$ cat src/rtl/instr_issuer.sv
// Program buffer that issues stored instruction words into a pipeline, followed by a
// NOP drain window and a one-cycle completion pulse.
module instr_issuer #(
  parameter int unsigned DEPTH = 16,
  parameter int unsigned DRAIN = 3,
  parameter logic [31:0] NOP   = 32'h0000_0000
) (
  input  logic                    Clk,
  input  logic                    Reset,
  input  logic                    LoadEn,
  input  logic [31:0]             LoadData,
  input  logic                    Clear,
  input  logic                    Start,
  input  logic                    Stall,
  output logic [31:0]             InstrOut,
  output logic                    WriteEnable,
  output logic [$clog2(DEPTH):0]  Count,
  output logic [$clog2(DEPTH):0]  PC,
  output logic                    Full,
  output logic                    Busy,
  output logic                    Done,
  output logic                    LoadErr
);

  localparam int unsigned AW = $clog2(DEPTH);
  localparam int unsigned CW = AW + 1;
  localparam int unsigned DW = (DRAIN > 1) ? $clog2(DRAIN) : 1;
  localparam logic [CW-1:0] DEPTH_C = CW'(DEPTH);
  localparam logic [DW-1:0] DLAST   = DW'(DRAIN - 1);

  typedef enum logic [1:0] {
    S_IDLE,
    S_RUN,
    S_DRAIN,
    S_DONE
  } state_t;

  state_t        state;
  logic [31:0]   mem [DEPTH];
  logic [DW-1:0] dcnt;
  logic          do_write;
  logic          last_issue;

  always_comb begin
    Full       = (Count == DEPTH_C);
    Busy       = (state != S_IDLE);
    do_write   = !Reset && (state == S_IDLE) && LoadEn && !Clear && !Full;
    last_issue = ((PC + CW'(1)) == Count);
  end

  // Buffer storage carries no reset; Count bounds every read.
  always_ff @(posedge Clk) begin
    if (do_write)
      mem[Count[AW-1:0]] <= LoadData;
  end

  always_ff @(posedge Clk) begin
    if (Reset) begin
      state       <= S_IDLE;
      Count       <= '0;
      PC          <= '0;
      InstrOut    <= NOP;
      WriteEnable <= 1'b0;
      Done        <= 1'b0;
      LoadErr     <= 1'b0;
      dcnt        <= '0;
    end else begin
      InstrOut    <= NOP;
      WriteEnable <= 1'b0;
      Done        <= 1'b0;
      LoadErr     <= 1'b0;
      case (state)
        S_IDLE: begin
          // Clear beats LoadEn, and any load or clear suppresses Start.
          if (Clear) begin
            Count <= '0;
          end else if (LoadEn) begin
            if (!Full)
              Count <= Count + CW'(1);
            else
              LoadErr <= 1'b1;
          end else if (Start && (Count != '0)) begin
            PC    <= '0;
            state <= S_RUN;
          end
        end
        S_RUN: begin
          if (!Stall) begin
            InstrOut    <= mem[PC[AW-1:0]];
            WriteEnable <= 1'b1;
            PC          <= PC + CW'(1);
            if (last_issue) begin
              dcnt  <= '0;
              state <= (DRAIN == 0) ? S_DONE : S_DRAIN;
            end
          end
        end
        S_DRAIN: begin
          if (dcnt == DLAST)
            state <= S_DONE;
          else
            dcnt <= dcnt + DW'(1);
        end
        S_DONE: begin
          // Done rises as the block returns to idle, so it coincides with Busy low.
          Done  <= 1'b1;
          state <= S_IDLE;
        end
        default: state <= S_IDLE;
      endcase
    end
  end

endmodule

$ cat config.mk
export PLATFORM = sky130hd
export DESIGN_NAME = instr_issuer
export DESIGN_NICKNAME = d
export VERILOG_FILES = /design/src/rtl/instr_issuer.sv
export SDC_FILE = /design/constraint.sdc
export NUM_CORES = 1
export LEC_CHECK = 0
export CORE_MARGIN = 2
export CORE_UTILIZATION = 60
export DETAILED_ROUTE_END_ITERATION = 8
export PLACE_DENSITY_LB_ADDON = 0.08
export REMOVE_ABC_BUFFERS = 1
export SETUP_SLACK_MARGIN = 0.4
export SYNTH_ARGS = -nofsm -noshare
export SYNTH_HDL_FRONTEND = slang
export SYNTH_SLANG_ARGS = --single-unit
$ cat constraint.sdc
create_clock -name Clk -period 4.2 [get_ports Clk]
set_input_delay 0.63 -clock Clk [delete_from_list [all_inputs] [get_ports Clk]]
set_output_delay 0.63 -clock Clk [all_outputs]
set_load 0.05 [all_outputs]
# After elaboration in Yosys (flattened, before gate mapping)
# Memory sizes are Yosys's and may differ from the RTL's. A register that Yosys moved wholly into a read port is not among the register bits.
# Cells that the tools add are included.
# word_totals
memories	1
mem_bits_rw	512
inputBits	38
word_cells	73
reg_bits	17
out_inout_bits	47
# mem_list
memory	depth	width	read_ports	rd_ports_with_merged_regs	write_ports	line_no	source
mem	16	32	1	1	1	39	logic [31:0] mem [DEPTH];
# op_classes
n_reduce_logical	21
mux	24
bitwise_logic	3
n_eq_ne	14
n_addsub	3
# ops
cell	n
$mux 5	7
$mux 2	9
$ne 2x2->1 const B	7
$add 5x1->5 const B	2
$pmux 5 s2	1
$pmux 2 s4	1
$reduce_bool 2->1	4
$eq 2x2->1 const B	3
$reduce_and 6->1	1
$eq 5x5->1	1
$eq 5x5->1 const B	1
$logic_and 1x1->1	5
$mux 1	5
$reduce_and 5->1	1
$reduce_bool 5->1	1
$pmux 2 s2	1
$reduce_and 4->1	1
$reduce_or 4->1	1
$logic_not 1->1	3
$not 1->1	3
$reduce_and 3->1	1
$reduce_or 3->1	1
$add 2x1->2 const B	1
$eq 2x1->1 const B	1
other kinds (3)	3

# Logic depth before layout (Yosys ltp)
# depth
depth_word	7
depth_mapped	8
depth_no_buf	7

# Worst setup path before layout
# OpenSTA, ideal clock, no wires.
# synth_path
path_type	register to register
from	reg Count[0]
to	mem mem[1][0], enable pin
t_arrival_ns	2.765
setup_ns	0.421
required_time_ns	3.779
period_less_slack_ns	3.186
path_stages_with_launch	6
path_slack_ns	1.014
cell_sequence	dfxtp_1 > inv_1 > ha_1 > nand4bb_1 > nand2_1 > nor2_1
# synth_via
elab_chain_len	5
# synth_rtl
item	line_no	source
start: declaration	17	output logic [$clog2(DEPTH):0] Count,
start signal: assignment	79	Count <= Count + CW'(1);
$eq 5x5->1	45	Full = (Count == DEPTH_C);
$logic_not 1->1	n/a	
$logic_and 1x1->1	47	do_write = !Reset && (state == S_IDLE) && LoadEn && !Clear && !Full;
$mux 1	53	if (do_write)
$mux 1 (implied by the code)	54	mem[Count[AW-1:0]] <= LoadData;
end: declaration	39	
# Several ways; a longest one is shown, not always the timed one.

# Worst setup path in the final report
# layout_path
from	reg Count[1]
to	out Full
# layout_via
elab_chain_len	1
# layout_rtl
item	line_no	source
$eq 5x5->1	45	
end: declaration	19	output logic Full,
# No other way between the ends.

==> reports/summary.txt <==
OUTCOME
----------------------------------------------------------------------------------
Outcome ............................................................. complete, no violations

ROUTING
----------------------------------------------------------------------------------
Final routed wire length divided by cell count ......................      27.9 um
Number of iterations in the first detailed-routing pass .............            5
Total Wirelength ....................................................     43400 um
Via total after detailed routing ....................................         9768
Remaining number of nets flagged by the antenna check after routing .            0
DRT iter0 DRCs ......................................................         1123
Avg Vias per Cell ...................................................         6.27
# DRC ...............................................................            0

CELLS AND AREA
----------------------------------------------------------------------------------
Proportion of layout cells with a drive suffix above 1 ..............        0.269
Syn-to-layout area delta ............................................        16.5%
Flip-flop and latch area ............................................   16400 um^2
Top library cells by usage in the layout, fill and taps aside ....... edfxtp_1 (512), mux4_2 (160), clkdlybuf4s50_1 (84), clkbuf_16 (55), dfxtp_1 (45)
Number of fillers in the final layout ...............................         2094
Number of nets in the final layout ..................................         1108
Multi-input gate area ...............................................    4670 um^2
Commonest non-fill, non-tap cell in the layout ......................     edfxtp_1
Antenna cell count ..................................................            0
Design Area, Final ..................................................   24700 um^2

GRT
----------------------------------------------------------------------------------
Residual overflow from global routing ...............................            0
Largest net degree at the start of global routing ...................           47
First-pass GRT wire length ..........................................     63800 um
Antenna violations before repair ....................................            0
Number of global-route vias before repair ...........................         9680
Global-route usage over all layers ..................................        0.245

SETUP PATH
----------------------------------------------------------------------------------
Critical Path AT ....................................................      2.52 ns
Worst Path Max Fanout ...............................................            6
CP startpoint kind ..................................................    flip-flop
Critical path class ................................................. flip-flop to output pin
Req. time, crit path ................................................      3.57 ns
Critical path endpoint category .....................................   output pin

STA
----------------------------------------------------------------------------------
Post-route setup TNS ................................................         0 ns
Final worst clock skew ..............................................    0.0235 ns
Number of hold violations in the final report .......................            0
Number of setup violations in the final report ......................            0
Setup repair after global routing missed its margin .................           no
Max Clock Freq ......................................................      318 MHz
Max-Slew Margin vs Limit ............................................        0.341
Number of pins exceeding their max-slew limit in the final report ...            0
Pin slew with the least headroom to its limit .......................     0.988 ns
Setup WS post-layout ................................................      1.05 ns
Final Cycle Share ...................................................        0.749
Hold Worst Slack ....................................................     0.509 ns
Final min period ....................................................      3.15 ns

CLOCKING
----------------------------------------------------------------------------------
Hold-fix buffers at CTS .............................................            0
Number of buffers created by CTS ....................................           53
Worst-skew pair later-pin latency ...................................      0.57 ns
Clock root buffer ...................................................    clkbuf_16
Maximum buffer depth of the clock tree ..............................            3
Post-CTS setup-driven buffer insertion count ........................            0
TritonCTS clock tree ................................................        built
Clock tree sinks ....................................................          561
Clk pin slew, worst setup/hold paths ................................      0.06 ns
Number of cells upsized or downsized after cts ......................            0
Depth of the CTS H-tree .............................................            2

YOSYS
----------------------------------------------------------------------------------
XOR/XNOR Fraction of Synth Area .....................................      0.00454
Top-area cell type share of the netlist area ........................        0.725
Main combinational cell family by area after synthesis .............. multiplexers
Count of warnings emitted by yosys ..................................            0
Count of state elements after synthesis .............................          561
Biggest area consumer among synthesized cells .......................     edfxtp_1
Proportion of synthesized chip area in sequential cells .............        0.771
Post-synthesis area per instance ....................................    22.8 um^2
Top cells by area, synth ............................................ edfxtp_1 (72%), mux4_2 (17%), dfxtp_1 (4.6%)
Most instantiated flip-flop cell in the synthesis netlist ...........     edfxtp_1
Post-synthesis compound-gate area fraction ..........................      0.00702
Simple logic cell fraction of the synthesized area ..................       0.0255
Share of synthesized flip-flops with an asynchronous set or reset ...            0
Number of enable-type register cells in the synthesized netlist .....          512
Adder and majority gate portion of the synthesized area .............      0.00649
Multiplexer share of the synthesized area ...........................        0.171
Mapped cell area ....................................................   21200 um^2
Number of instances in the synthesized netlist ......................          930
Unique cell type count in the Yosys netlist .........................           41

FLOORPLANNING
----------------------------------------------------------------------------------
Site row count ......................................................           68
Floorplan die height ................................................       192 um
Core Area ...........................................................   34700 um^2
Die area ............................................................   36900 um^2
I/O pin total .......................................................           85
Effective utilization at floorplan ..................................        0.611
Die boundary width ..................................................       192 um

PLACEMENT
----------------------------------------------------------------------------------
Placement Cell Area .................................................   22900 um^2
RD Place Congestion .................................................        0.787
Number of port buffers ..............................................           84
HPWL reported at the end of detailed placement ......................     27300 um
Setup WS pre-CTS ....................................................      1.28 ns

FLOW RUN
----------------------------------------------------------------------------------
Max-Cap Viols .......................................................            0

POWER AND IR DROP
----------------------------------------------------------------------------------
Pwr Total ...........................................................      11.8 mW
Maximum vdd drop ....................................................   0.000335 V
Power per cell area .................................................  477 nW/um^2
Static Leak .........................................................      7.56 nW

WORST HOLD PATH
----------------------------------------------------------------------------------
Classification of the worst-slack hold path ......................... flip-flop to flip-flop

[final timing paths]
| kind | slack (ns) | startpoint | cells past startpoint | end |
|---|---|---|---|---|
| max | 1.05 | Count[1] | 5 | Full |
| min reg2reg | 0.51 | dcnt[1] | 2 | dcnt[1] |
| min | 0.51 | dcnt[1] | 2 | dcnt[1] |
| max reg2reg | 1.49 | PC[0] | 4 | InstrOut[9] |
[flip-flops by register name (all words and copies together), names as in the netlist]
register and cells:
WriteEnable 1, Done 1, dcnt 2, Count 5, LoadErr 1, mem 512, InstrOut 32, state 2
PC 5
[cell families after synthesis]
| group | Yosys count |
|---|---|
| adders and majority gates | 11 |
| muxes | 163 |
| xor gates and xnor gates | 11 |
| and+or+nand+nor | 104 |
| AOI/OAI and AO/OA | 22 |
| DFF | 561 |
| buffers and inverters | 58 |
[metal layers]
layer,vias to the layer above,part of all wire,GRT usage,routed length [um]
li1,4132,-,-,-
met1,5131,0.45,0.409,19600
met2,450,0.43,0.331,18700
met3,55,0.10,0.0636,4470
met4,0,0.015,0.0537,654
met5,-,0,0,0
[per-stage QoR]
stage,cells,utilization
floorplan,885,-
global placement,1459,0.661
detailed placement,1459,0.661
CTS,1559,0.712
global route,1559,0.712
finish,1559,0.712
[area by class of cell]
| class | instances | area share |
|---|---|---|
| Inverter | 13 | 0.00197 |
| Timing Repair Buffer | 119 | 0.0522 |
| Sequential cell | 561 | 0.662 |
| Clock inverter | 23 | 0.0109 |
| Multi-Input combinational cell | 311 | 0.189 |
| Clock buffer | 77 | 0.0606 |
| Tap cell | 455 | 0.0230 |
[power by group]
| group | internal [mW] | switching [mW] |
|---|---|---|
| sequential | 6.15 | 0.0475 |
| clock | 2.85 | 1.95 |
| combinational | 0.339 | 0.448 |
[critical path, stage by stage, from the launching register on]
cell and delay [ns]:
dfxtp_1 0.39, inv_1 0.13, ha_1 0.21, nand4bb_1 0.26
inv_2 0.14, clkdlybuf4s50_1 0.82
[synthesized netlist by cell type (all sizes together), types with 2 or more instances]
cell type  number
a21oi           5
a22oi           2
a31oi           2
and2            2
buf            20
clkbuf         25
dfxtp          49
edfxtp        512
ha             11
inv            12
mux2i           3
mux4          160
nand2          13
nand2b          3
nand3           7
nand3b          2
nor2           32
nor2b          33
nor3            3
nor4b           2
o211ai          2
o21ai           6
o41ai           2
xnor2           8
xor2            3
No activity file was read; power rests on OpenSTA's default activity.
